### src/rtl/bar_level_if.sv
// bar_level_if: bundles the thermometer input and the decoded level outputs
// of bar_level_decoder. The master side drives bar_in; the slave side (the
// decoder) drives the level, strobe, error and busy signals.
interface bar_level_if;
    logic [15:0] bar_in;
    logic [4:0]  level_out;
    logic        level_valid;
    logic        code_err;
    logic        busy;

    modport master (
        output bar_in,
        input  level_out,
        input  level_valid,
        input  code_err,
        input  busy
    );

    modport slave (
        input  bar_in,
        output level_out,
        output level_valid,
        output code_err,
        output busy
    );
endinterface

### src/rtl/bar_level_decoder.sv
// bar_level_decoder: recovers a 0..16 level from a 16-bit thermometer code.
// The raw input is double-flopped, must stay unchanged for STABLE_CYCLES
// clocks, and is then decoded once. A legal code updates level_out with a
// one-cycle level_valid strobe; an illegal code sets the sticky code_err.
// Optional build macro BAR_BUBBLE_CORRECT_EN: illegal codes are decoded as
// their population count (still flagging code_err) instead of being ignored.
module bar_level_decoder #(
    parameter int unsigned STABLE_CYCLES = 4
) (
    input  logic        clk,
    input  logic        rst,
    bar_level_if.slave  bus
);

    typedef enum logic [1:0] {
        ST_IDLE   = 2'd0,
        ST_SETTLE = 2'd1,
        ST_DECODE = 2'd2
    } state_t;

    localparam logic [7:0] CNT_LAST = 8'(STABLE_CYCLES - 1);

    // A thermometer code has no zero below its highest one: adding one
    // turns it into a single power of two that shares no bit with it.
    function automatic logic is_thermo(input logic [15:0] code);
        logic [15:0] plus_one;
        plus_one = code + 16'd1;
        return ((code & plus_one) == 16'h0000);
    endfunction

    // Number of set bars; equals the level for every legal code.
    function automatic logic [4:0] count_ones(input logic [15:0] code);
        logic [4:0] total;
        total = 5'd0;
        for (int i = 0; i < 16; i++) begin
            total = total + {4'd0, code[i]};
        end
        return total;
    endfunction

    logic [15:0] sync1_r;
    logic [15:0] sync2_r;
    logic [15:0] bar_prev_r;
    state_t      state_r;
    state_t      state_nx_s;
    logic [7:0]  cnt_r;
    logic [7:0]  cnt_nx_s;
    logic        commit_s;
    logic        chg_s;
    logic [15:0] bar_s;
    logic        dec_legal_s;
    logic [4:0]  dec_level_s;
    logic [4:0]  level_r;
    logic        level_valid_r;
    logic        code_err_r;

    assign bar_s       = sync2_r;
    assign chg_s       = (sync2_r != bar_prev_r);
    assign dec_legal_s = is_thermo(bar_s);
    assign dec_level_s = count_ones(bar_s);

    // Two-stage synchroniser plus one-cycle history for change detection.
    always_ff @(posedge clk or posedge rst) begin
        if (rst) begin
            sync1_r    <= 16'h0000;
            sync2_r    <= 16'h0000;
            bar_prev_r <= 16'h0000;
        end else begin
            sync1_r    <= bus.bar_in;
            sync2_r    <= sync1_r;
            bar_prev_r <= sync2_r;
        end
    end

    // FSM state and settle counter registers.
    always_ff @(posedge clk or posedge rst) begin
        if (rst) begin
            state_r <= ST_SETTLE;
            cnt_r   <= 8'd0;
        end else begin
            state_r <= state_nx_s;
            cnt_r   <= cnt_nx_s;
        end
    end

    // Next-state logic: any input change restarts the settle window, and a
    // decode is only committed if the input stayed put through DECODE.
    always_comb begin
        state_nx_s = state_r;
        cnt_nx_s   = cnt_r;
        commit_s   = 1'b0;
        case (state_r)
            ST_IDLE: begin
                if (chg_s) begin
                    state_nx_s = ST_SETTLE;
                    cnt_nx_s   = 8'd0;
                end else begin
                    state_nx_s = ST_IDLE;
                end
            end
            ST_SETTLE: begin
                if (chg_s) begin
                    state_nx_s = ST_SETTLE;
                    cnt_nx_s   = 8'd0;
                end else if (cnt_r == CNT_LAST) begin
                    state_nx_s = ST_DECODE;
                    cnt_nx_s   = 8'd0;
                end else begin
                    cnt_nx_s   = cnt_r + 8'd1;
                end
            end
            ST_DECODE: begin
                if (chg_s) begin
                    state_nx_s = ST_SETTLE;
                    cnt_nx_s   = 8'd0;
                end else begin
                    state_nx_s = ST_IDLE;
                    commit_s   = 1'b1;
                end
            end
            default: begin
                state_nx_s = ST_SETTLE;
                cnt_nx_s   = 8'd0;
            end
        endcase
    end

    // Output registers: level/strobe/error updated only on a committed decode.
    always_ff @(posedge clk or posedge rst) begin
        if (rst) begin
            level_r       <= 5'd0;
            level_valid_r <= 1'b0;
            code_err_r    <= 1'b0;
        end else begin
            level_valid_r <= 1'b0;
            if (commit_s) begin
                if (dec_legal_s) begin
                    if (dec_level_s != level_r) begin
                        level_r       <= dec_level_s;
                        level_valid_r <= 1'b1;
                    end
                    code_err_r <= 1'b0;
                end else begin
`ifdef BAR_BUBBLE_CORRECT_EN
                    if (dec_level_s != level_r) begin
                        level_r       <= dec_level_s;
                        level_valid_r <= 1'b1;
                    end
`endif
                    code_err_r <= 1'b1;
                end
            end
        end
    end

    assign bus.level_out   = level_r;
    assign bus.level_valid = level_valid_r;
    assign bus.code_err    = code_err_r;
    assign bus.busy        = (state_r != ST_IDLE);

endmodule

### src/flat_wrapper.sv
// flat-port wrapper written by rule: the top's interface ports become plain ports
module bar_level_decoder_flat 
#(
    parameter int unsigned STABLE_CYCLES = 4
)
  (clk, rst, bus_bar_in, bus_level_out, bus_level_valid, bus_code_err, bus_busy);
  bar_level_if bus_i ();
  input  logic clk;
  input  logic rst;
  input wire logic [$bits(bus_i.bar_in)-1:0] bus_bar_in;
  output wire logic [$bits(bus_i.level_out)-1:0] bus_level_out;
  output wire logic [$bits(bus_i.level_valid)-1:0] bus_level_valid;
  output wire logic [$bits(bus_i.code_err)-1:0] bus_code_err;
  output wire logic [$bits(bus_i.busy)-1:0] bus_busy;
  assign bus_i.bar_in = bus_bar_in;
  assign bus_level_out = bus_i.level_out;
  assign bus_level_valid = bus_i.level_valid;
  assign bus_code_err = bus_i.code_err;
  assign bus_busy = bus_i.busy;
  bar_level_decoder #(.STABLE_CYCLES(STABLE_CYCLES)) u_core (.clk(clk), .rst(rst), .bus(bus_i));
endmodule
### config.mk
export PLATFORM = sky130hd
export DESIGN_NAME = bar_level_decoder_flat
export DESIGN_NICKNAME = d
export VERILOG_FILES = /design/src/rtl/bar_level_if.sv /design/src/rtl/bar_level_decoder.sv /design/src/flat_wrapper.sv
export SDC_FILE = /design/constraint.sdc
export NUM_CORES = 1
export LEC_CHECK = 0
export BUFFER_PORTS_ARGS = -buffer_cell sky130_fd_sc_hd__buf_2
export CAP_MARGIN = 10
export CORE_AREA = 2 2 82 124
export DETAILED_ROUTE_END_ITERATION = 10
export DIE_AREA = 0 0 84 126
export PLACE_DENSITY_LB_ADDON = 0.15
export SLEW_MARGIN = 20
export SYNTH_ARGS = -nofsm -noshare
export SYNTH_HDL_FRONTEND = slang
export SYNTH_SLANG_ARGS = --single-unit
### constraint.sdc
create_clock -name clk -period 7.3 [get_ports clk]
set_input_delay 2.19 -clock clk [delete_from_list [all_inputs] [get_ports clk]]
set_output_delay 2.19 -clock clk [all_outputs]
set_load 0.02 [all_outputs]
==> After elaboration in Yosys (flattened, before gate mapping) <==
Index checks and enable logic that the tools add are counted.
{ "op_classes": {"mul": 0, "shifts": 0, "bitwise": 1, "n_lt_le_gt_ge": 0, "n_addsub": 17, "n_mux": 14, "n_reduce_logical": 5, "n_eq_ne": 7, "div_mod_pow": 0} }
{ "op_table": {"columns": ["cell", "n"], "rows": [
  ["$add A5 B1 Y5", 14],
  ["$mux W8", 3],
  ["$add A16 B1 Y16 const B", 1],
  ["$and A16 B16 Y16", 1],
  ["$logic_not A16 Y1", 1],
  ["$ne A16 B16 Y1", 1],
  ["$pmux W8 S2", 1],
  ["$add A8 B1 Y8 const B", 1],
  ["$eq A8 B2 Y1 const B", 1],
  ["$mux W1", 7],
  ["$ne A5 B5 Y1", 1],
  ["$mux W2", 2],
  ["$pmux W2 S2", 1],
  ["$ne A3 B1 Y1 const B", 1],
  ["$reduce_and A3 Y1", 1],
  ["$add A1 B1 Y2", 1],
  ["$eq A2 B1 Y1 const B", 1],
  ["$eq A2 B2 Y1 const B", 1],
  ["$logic_not A2 Y1", 1],
  ["$ne A2 B1 Y1 const B", 1],
  ["$reduce_bool A2 Y1", 1],
  ["$reduce_or A2 Y1", 1]
]} }
{ "word_totals": {"romBits": 0, "inputBits": 18, "output_inout_bits": 8, "mem_count": 0, "latchBits": 0, "elab_cells": 52, "mem_bits_rw": 0, "reg_bits": 65} }

==> Logic depth before layout (Yosys ltp) <==
Gate-level depths: netlist of the first run.
{ "depth": {"ltp_word": 19, "mapped_depth": 16, "mapped_depth_nobuf": 16} }

==> Worst setup path before layout of the first run <==
OpenSTA, ideal clock, no wires.
{ "synth_path": {"path_kind": "reg2reg", "startpoint": "register u_core.sync2_r[0], in the netlist u_core.bar_s[0]", "endpoint": "register u_core.level_r[2], in the netlist u_core.bus.level_out[2]", "arrival_ps": 4623, "period_less_slack_ps": 4751, "setup_ps": 128, "stages_incl_launch_ff": 14, "slack_ps": 2549, "required_ps": 7172, "path_buffers": 0, "cell_sequence": "dfrtp_1 -> inv_1 -> ha_1 -> fa_1 -> fa_1 -> fa_1 -> fa_1 -> fa_1 -> fa_1 -> nor2b_1 -> o21ai_0 -> xnor2_1 -> o41ai_2 -> mux2_1"} }
{ "synth_via": {"elab_chain_cells": 17, "word_cells_on_any_way": 23, "classes_between": "16 x add/sub; 2 x eq/ne; 2 x mux; 1 x bitwise; 2 x reduce/logical"} }
{ "synth_lines": {"columns": ["item", "line_no", "rtl"], "rows": [
  ["start, declared", "bar_level_decoder.sv:42", "logic [15:0] sync2_r;"],
  ["start signal, assigned", "bar_level_decoder.sv:70", "sync2_r <= sync1_r;"],
  ["$add A1 B1 Y2", "bar_level_decoder.sv:36", "total = total + {4'd0, code[i]};"],
  ["$add A5 B1 Y5 (14 in a row)", "bar_level_decoder.sv:36", null],
  ["$ne A5 B5 Y1", "bar_level_decoder.sv:138", "if (dec_level_s != level_r) begin"],
  ["$reduce_and A3 Y1 (no line)", null, null],
  ["end signal, assigned", "bar_level_decoder.sv:139", "level_r <= dec_level_s;"],
  ["end, declared", "bar_level_decoder.sv:53", "logic [4:0] level_r;"]
]} }
Several ways; a longest one is shown, not always the timed one.
A chain may end at the register's enable or synchronous reset.

==> Worst setup path after layout of the first run <==
Ends and elaborated chain as after synthesis.

==> results of run 1 <==
cells by family after synthesis:
group                      after synthesis  share of synthesized area
and+or+nand+nor                         57                      0.115
adders and majority gates               18                      0.107
DFF                                     65                      0.581
AOI/OAI and AO/OA                       25                     0.0585
muxes                                    7                     0.0264
buffers and inverters                   27                     0.0362
xor gates and xnor gates                24                     0.0751
report_power, final:
| part | internal (mW) | switching [mW] |
|---|---|---|
| clock network | 0.265 | 0.155 |
| logic | 0.0738 | 0.0880 |
| registers | 0.374 | 0.0113 |
| total | 0.713 | 0.254 |
worst paths after layout:
kind / start / to / depth (start not counted)
max reg2reg: u_core.bar_s[0] / u_core.bus.level_out[2] / 13
min: u_core.sync1_r[7] / u_core.bar_s[7] / 0
max: u_core.bar_s[0] / u_core.bus.level_out[2] / 13
min reg2reg: u_core.sync1_r[7] / u_core.bar_s[7] / 0
min in group asynchronous: rst / u_core.sync1_r[12] / 3
max in group asynchronous: rst / u_core.bar_s[7] / 3
stage by stage:
stage	setup WS [ns]	std cells	total power [mW]	area [µm²]
after floorplan	2.55	223	0.522	2800
after global placement	2.37	362	0.556	3070
after detailed placement	2.31	362	0.558	3070
after CTS	2.30	378	0.986	3370
after global routing	2.07	378	1.03	3370
final	2.34	378	0.967	3370
cell usage in the layout, fill, tap and decap left out, drive strengths merged, types with 3 or more instances in the layout:
cell	synthesis	layout
buf	0	26
nor4	5	5
mux2	3	3
nor2b	5	5
nand2	12	12
dfrtp	64	64
o21ai	8	8
xor2	20	20
inv	25	26
nand4	4	4
a21oi	6	6
mux2i	4	4
nor3	3	3
ha	8	8
nand3	4	4
nor2	9	9
nand4b	4	4
clkbuf	2	10
fa	10	10
xnor2	4	4
and3	5	5
flip-flops by register name (all words and copies together) (netlist names):
name	flops
u_core.bar_prev_r	16
u_core.cnt_r	8
u_core.sync1_r	16
u_core.state_r	2
u_core.bar_s	16
u_core.bus.code_err	1
u_core.bus.level_valid	1
u_core.bus.level_out	5
metal layers:
metal / global-route usage / up-vias
met2: 0.193 / 27
li1: - / 820
met1: 0.126 / 847
met3: 0.0328 / 13
met4: 0.0636 / 0
met5: 0 / -
critical path, stage by stage, from the launching register on:
cell and delay [ns]:
dfrtp_1 0.42, inv_1 0.06, ha_1 0.31, fa_1 0.46
fa_1 0.50, fa_1 0.54, fa_1 0.43, fa_1 0.41
fa_1 0.42, nor2b_1 0.11, o21ai_0 0.11, xnor2_1 0.17
o41ai_2 0.52, mux2_1 0.37
layout make-up:
cell class / count / area (µm²)
Fill cell: 945 / 6160
Timing Repair Buffer: 26 / 133
Clock buffer: 10 / 229
Clock inverter: 6 / 67.6
Tap cell: 115 / 144
Multi-Input combinational cell: 131 / 1070
Inverter: 25 / 93.8
Sequential cell: 65 / 1630
==> flow_metrics.env, run 1 <==
export IMPL_ys_flop_type="dfrtp_1"
export IMPL_cts_tree="yes"
export IMPL_routed_via_density=4.52
export IMPL_setup_viol=0
export IMPL_path_clk_slew_ns=0.06
export IMPL_grt_usage=0.113
export IMPL_synth_seq_area_share=0.581
export IMPL_ctsHtreeMaxLevel=3
export IMPL_cts_resized=0
export IMPL_synth_top_cell_by_area="dfrtp_1"
export IMPL_gp_congestion=0.828
export IMPL_route_detailed_drc=0
export IMPL_die_width_um=84
export IMPL_clock_sinks=65
export IMPL_fmax_mhz=202
export IMPL_drive_gt1_frac=0.186
export IMPL_drt_iter0_markers=87
export IMPL_ys_types=35
export IMPL_ant_nets=0
export IMPL_vias=1707
export IMPL_syn_cell_area_mm2=0.00280
export IMPL_critical_path_class="flop to flop"
export IMPL_ys_top_cells_by_count="dfrtp_1 (64), inv_1 (25), xor2_1 (20), nand2_1 (12), fa_1 (10)"
export IMPL_dieArea_mm2=0.0106
export IMPL_grt_pass1_wl_um=9230
export IMPL_antenna_cells=0
export IMPL_hpwl_um=3670
export IMPL_post_drt_wl_per_cell_um=13.6
export IMPL_drtPass1Iterations=4
export IMPL_finClkSkew_ns=0.00486
export IMPL_wl_met3_um=169
export IMPL_cp_start_kind="flop"
export IMPL_overflow=0
export IMPL_grt_setup_unrepaired="no"
export IMPL_cts_root_buf="clkbuf_16"
export IMPL_grt_max_degree=66
export IMPL_fin_setup_tns_ns=0
export IMPL_highest_layer="met4"
export IMPL_drt_total_wl_um=5140
export IMPL_utilization=0.353
export IMPL_numPortBuffers=25
export IMPL_wl_met2_um=2700
export IMPL_clk_path_buf_depth=2
export IMPL_synthArstFlopShare=1.00
export IMPL_hold_buffers=0
export IMPL_cts_buffers=9
export IMPL_synth_edf_count=0
export IMPL_synth_cells=223
export IMPL_die_h_um=126
export IMPL_yosys_warnings=0
export IMPL_postCtsSetupBuffers=0
export IMPL_core_mm2=0.00952
export IMPL_yosysMostFrequentCell="dfrtp_1"
export IMPL_area_delta_synth_final_pct=20.2
export IMPL_m1WireLength_um=2100
export IMPL_critical_path_peak_fanout=5
export IMPL_power_density_mw_per_mm2=287
export IMPL_end_kind="flop"
export IMPL_p_leak_nw=1.58
export IMPL_hold_path_class="flop to flop"
export IMPL_maxCapViolCount=0
export IMPL_insertion_delay_ns=0.33
export IMPL_syn_area_per_cell_um2=12.6
export IMPL_fin_nets=294
export IMPL_synth_net_count=259
export IMPL_synth_seq_cells=65
export IMPL_status="completed"
export IMPL_grt_pass1_vias=1923
export IMPL_reg2reg_setup_slack_ns=2.34
export IMPL_synthTopCellsByArea="dfrtp_1 (57%), fa_1 (7.1%), xor2_1 (6.3%)"
export IMPL_rows=44
export IMPL_synth_top_area_frac=0.572
export IMPL_whs_ns=0.346
export IMPL_tightest_slew_ns=0.806
export IMPL_crit_required_ns=7.51
export IMPL_start_util=0.294
export IMPL_irDropWorstVdd_mv=0.124
export IMPL_ioPinCount=26
export IMPL_antenna_found_initial=0
export IMPL_fin_crit_sh=0.680
export IMPL_maxSlewViolCount=0
export IMPL_slew_headroom=0.462
export IMPL_min_period_ns=4.96
export IMPL_worstPathArrival_ns=5.17
export IMPL_hold_violations=0
No activity file was read; power rests on OpenSTA's default activity.
==> inputs of run 2 (changes only) <==
Clock period 7.3 ns to 4.2 ns, I/O delays scaled along.
==> run 2 against run 1 <==
The run now ends with setup timing left. Cell count rose by 6.1%. Critical path depth rose by 1. Non-clock buffer count rose by 23. First-iteration DRC count fell by 29%. Sequential share of layout area fell by 3.0 points. Core utilization rose by 2.3 points. Total power rose by 92%. Critical path type unchanged.
==> flow_metrics.env, run 2 (synthesis results as in run 1) <==
export IMPL_status="finished with violations"
export IMPL_violations="setup timing"
export IMPL_overflow=0
export IMPL_start_util=0.294
export IMPL_drtPass1Iterations=4
export IMPL_grt_pass1_wl_um=9270
export IMPL_path_cells="inv_1 -> ha_1 -> fa_1 -> fa_1 -> fa_1 -> fa_1 -> fa_2 -> fa_2 -> nor2b_2 -> o21ai_2 -> xnor2_2 -> o41ai_4 -> buf_4 -> mux2i_1"
export IMPL_cts_root_buf="clkbuf_16"
export IMPL_hold_path_class="flop to flop"
export IMPL_hpwl_um=4030
export IMPL_worstPathArrival_ns=4.81
export IMPL_crit_slowest_cell="fa_1"
export IMPL_antenna_found_initial=0
export IMPL_clk_path_buf_depth=2
export IMPL_insertion_delay_ns=0.33
export IMPL_ant_nets=0
export IMPL_die_h_um=126
export IMPL_critical_path_peak_fanout=2
export IMPL_maxSlewViolCount=0
export IMPL_reg2reg_depth=14
export IMPL_finClkSkew_ns=0.00803
export IMPL_dp_slack_ns=-0.426
export IMPL_ctsHtreeMaxLevel=3
export IMPL_mostFrequentLayoutCell="dfrtp_1"
export IMPL_routed_via_density=4.42
export IMPL_hold_start="u_core.sync1_r[14]"
export IMPL_hold_depth=0
export IMPL_numPortBuffers=25
export IMPL_power_mw=1.86
export IMPL_cp_start_kind="flop"
export IMPL_reg2reg_setup_slack_ns=-0.36
export IMPL_grt_max_degree=40
export IMPL_hold_buffers=0
export IMPL_antenna_cells=0
export IMPL_final_cells=401
export IMPL_rows=44
export IMPL_cts_buffers=9
export IMPL_drt_iter0_markers=62
export IMPL_power_density_mw_per_mm2=518
export IMPL_fin_crit_sh=1.09
export IMPL_core_mm2=0.00952
export IMPL_crit_top_cell="fa_1"
export IMPL_drt_total_wl_um=5430
export IMPL_area_delta_synth_final_pct=28.2
export IMPL_cp_slowest_stage_delay_ns=0.53
export IMPL_r2r_start="u_core.bar_s[0]"
export IMPL_dieArea_mm2=0.0106
export IMPL_irDropWorstVdd_mv=0.278
export IMPL_grt_pass1_vias=1894
export IMPL_critical_path_class="flop to flop"
export IMPL_end_kind="flop"
export IMPL_ioPinCount=26
export IMPL_route_detailed_drc=0
export IMPL_maxCapViolCount=0
export IMPL_fin_nets=317
export IMPL_p_leak_nw=1.71
export IMPL_cts_tree="yes"
export IMPL_slew_headroom=0.563
export IMPL_fmax_mhz=219
export IMPL_mostFrequentLayoutCells="dfrtp_1 (64), buf_2 (25), inv_1 (24), buf_4 (24), xor2_1 (20)"
export IMPL_placedCellCount=381
export IMPL_r2r_end="u_core.bus.level_out[0]"
export IMPL_gp_congestion=0.802
export IMPL_grt_setup_unrepaired="yes"
export IMPL_grt_usage=0.116
export IMPL_min_to="u_core.bar_s[14]"
export IMPL_utilization=0.377
export IMPL_clock_sinks=65
export IMPL_fin_ws_ns=-0.360
export IMPL_vias=1772
export IMPL_min_period_ns=4.56
export IMPL_post_drt_wl_per_cell_um=13.5
export IMPL_die_width_um=84
export IMPL_path_clk_slew_ns=0.06
export IMPL_setup_viol=4
export IMPL_hold_violations=0
export IMPL_crit_required_ns=4.45
export IMPL_tightest_slew_ns=0.653
export IMPL_drive_gt1_frac=0.280
run 2: area by class of cell:
class	instances	area, µm²
flip-flops and latches	65	1630
clock inverters	6	67.6
multi-input cells	131	1110
repair buffers	49	305
fillers	929	5940
inverters	25	93.8
clock buffers	10	239
well taps	115	144
run 2: how the worst max path moves through the flow:
stage,slack [ns],endpoint,start
finish,-0.36,u_core.bus.level_out[0],u_core.bar_s[0]
global route,-0.54,u_core.bus.level_out[0],u_core.bar_s[0]
CTS,-0.40,u_core.bus.level_out[2],u_core.bar_s[0]
detailed placement,-0.43,u_core.bus.level_out[2],u_core.bar_s[0]
global placement,-0.32,u_core.bus.level_out[2],u_core.bar_s[0]
floorplan,-0.38,u_core.bus.level_out[2],u_core.bar_s[0]
run 2: repair_timing:
action	CTS	global route
endpoints found under the hold margin	0	0
pin swaps	2	2
gates resized for setup	1	6
setup endpoints to repair	4	4
buffers inserted	4	0
run 2: metrics by stage:
stage               area (µm²)  hold WS, ns  setup TNS (ns)
finish                    3590        0.341           -1.35
detailed placement        3230        0.335           -1.40
floorplan                 2810        0.331          -0.785
CTS                       3570        0.345           -1.43
global route              3590        0.349           -2.08
global placement          3230        0.331          -0.994
run 2: per-layer routing:
layer,GRT usage,part of all wire,wire length (µm)
met5,0,0,0
met4,0.0569,0.024,128
met3,0.0387,0.036,194
met2,0.197,0.53,2860
met1,0.129,0.41,2240
run 2: where the power goes:
part           total (mW)  internal [mW]  leakage, nW  switching, mW
clock network       0.742          0.475        0.145          0.267
registers           0.664          0.650        0.793         0.0139
logic               0.452          0.238        0.772          0.214
total                1.86           1.36         1.71          0.494
run 2: critical path, delay by kind of cell, from the launching register on:
family / cells / cell delay (ns)
adders and majority gates: 7 / 2.94
AOI/OAI and AO/OA: 2 / 0.46
DFF: 1 / 0.34
buffers and inverters: 2 / 0.23
muxes: 1 / 0.19
xor gates and xnor gates: 1 / 0.18
and+or+nand+nor: 1 / 0.13
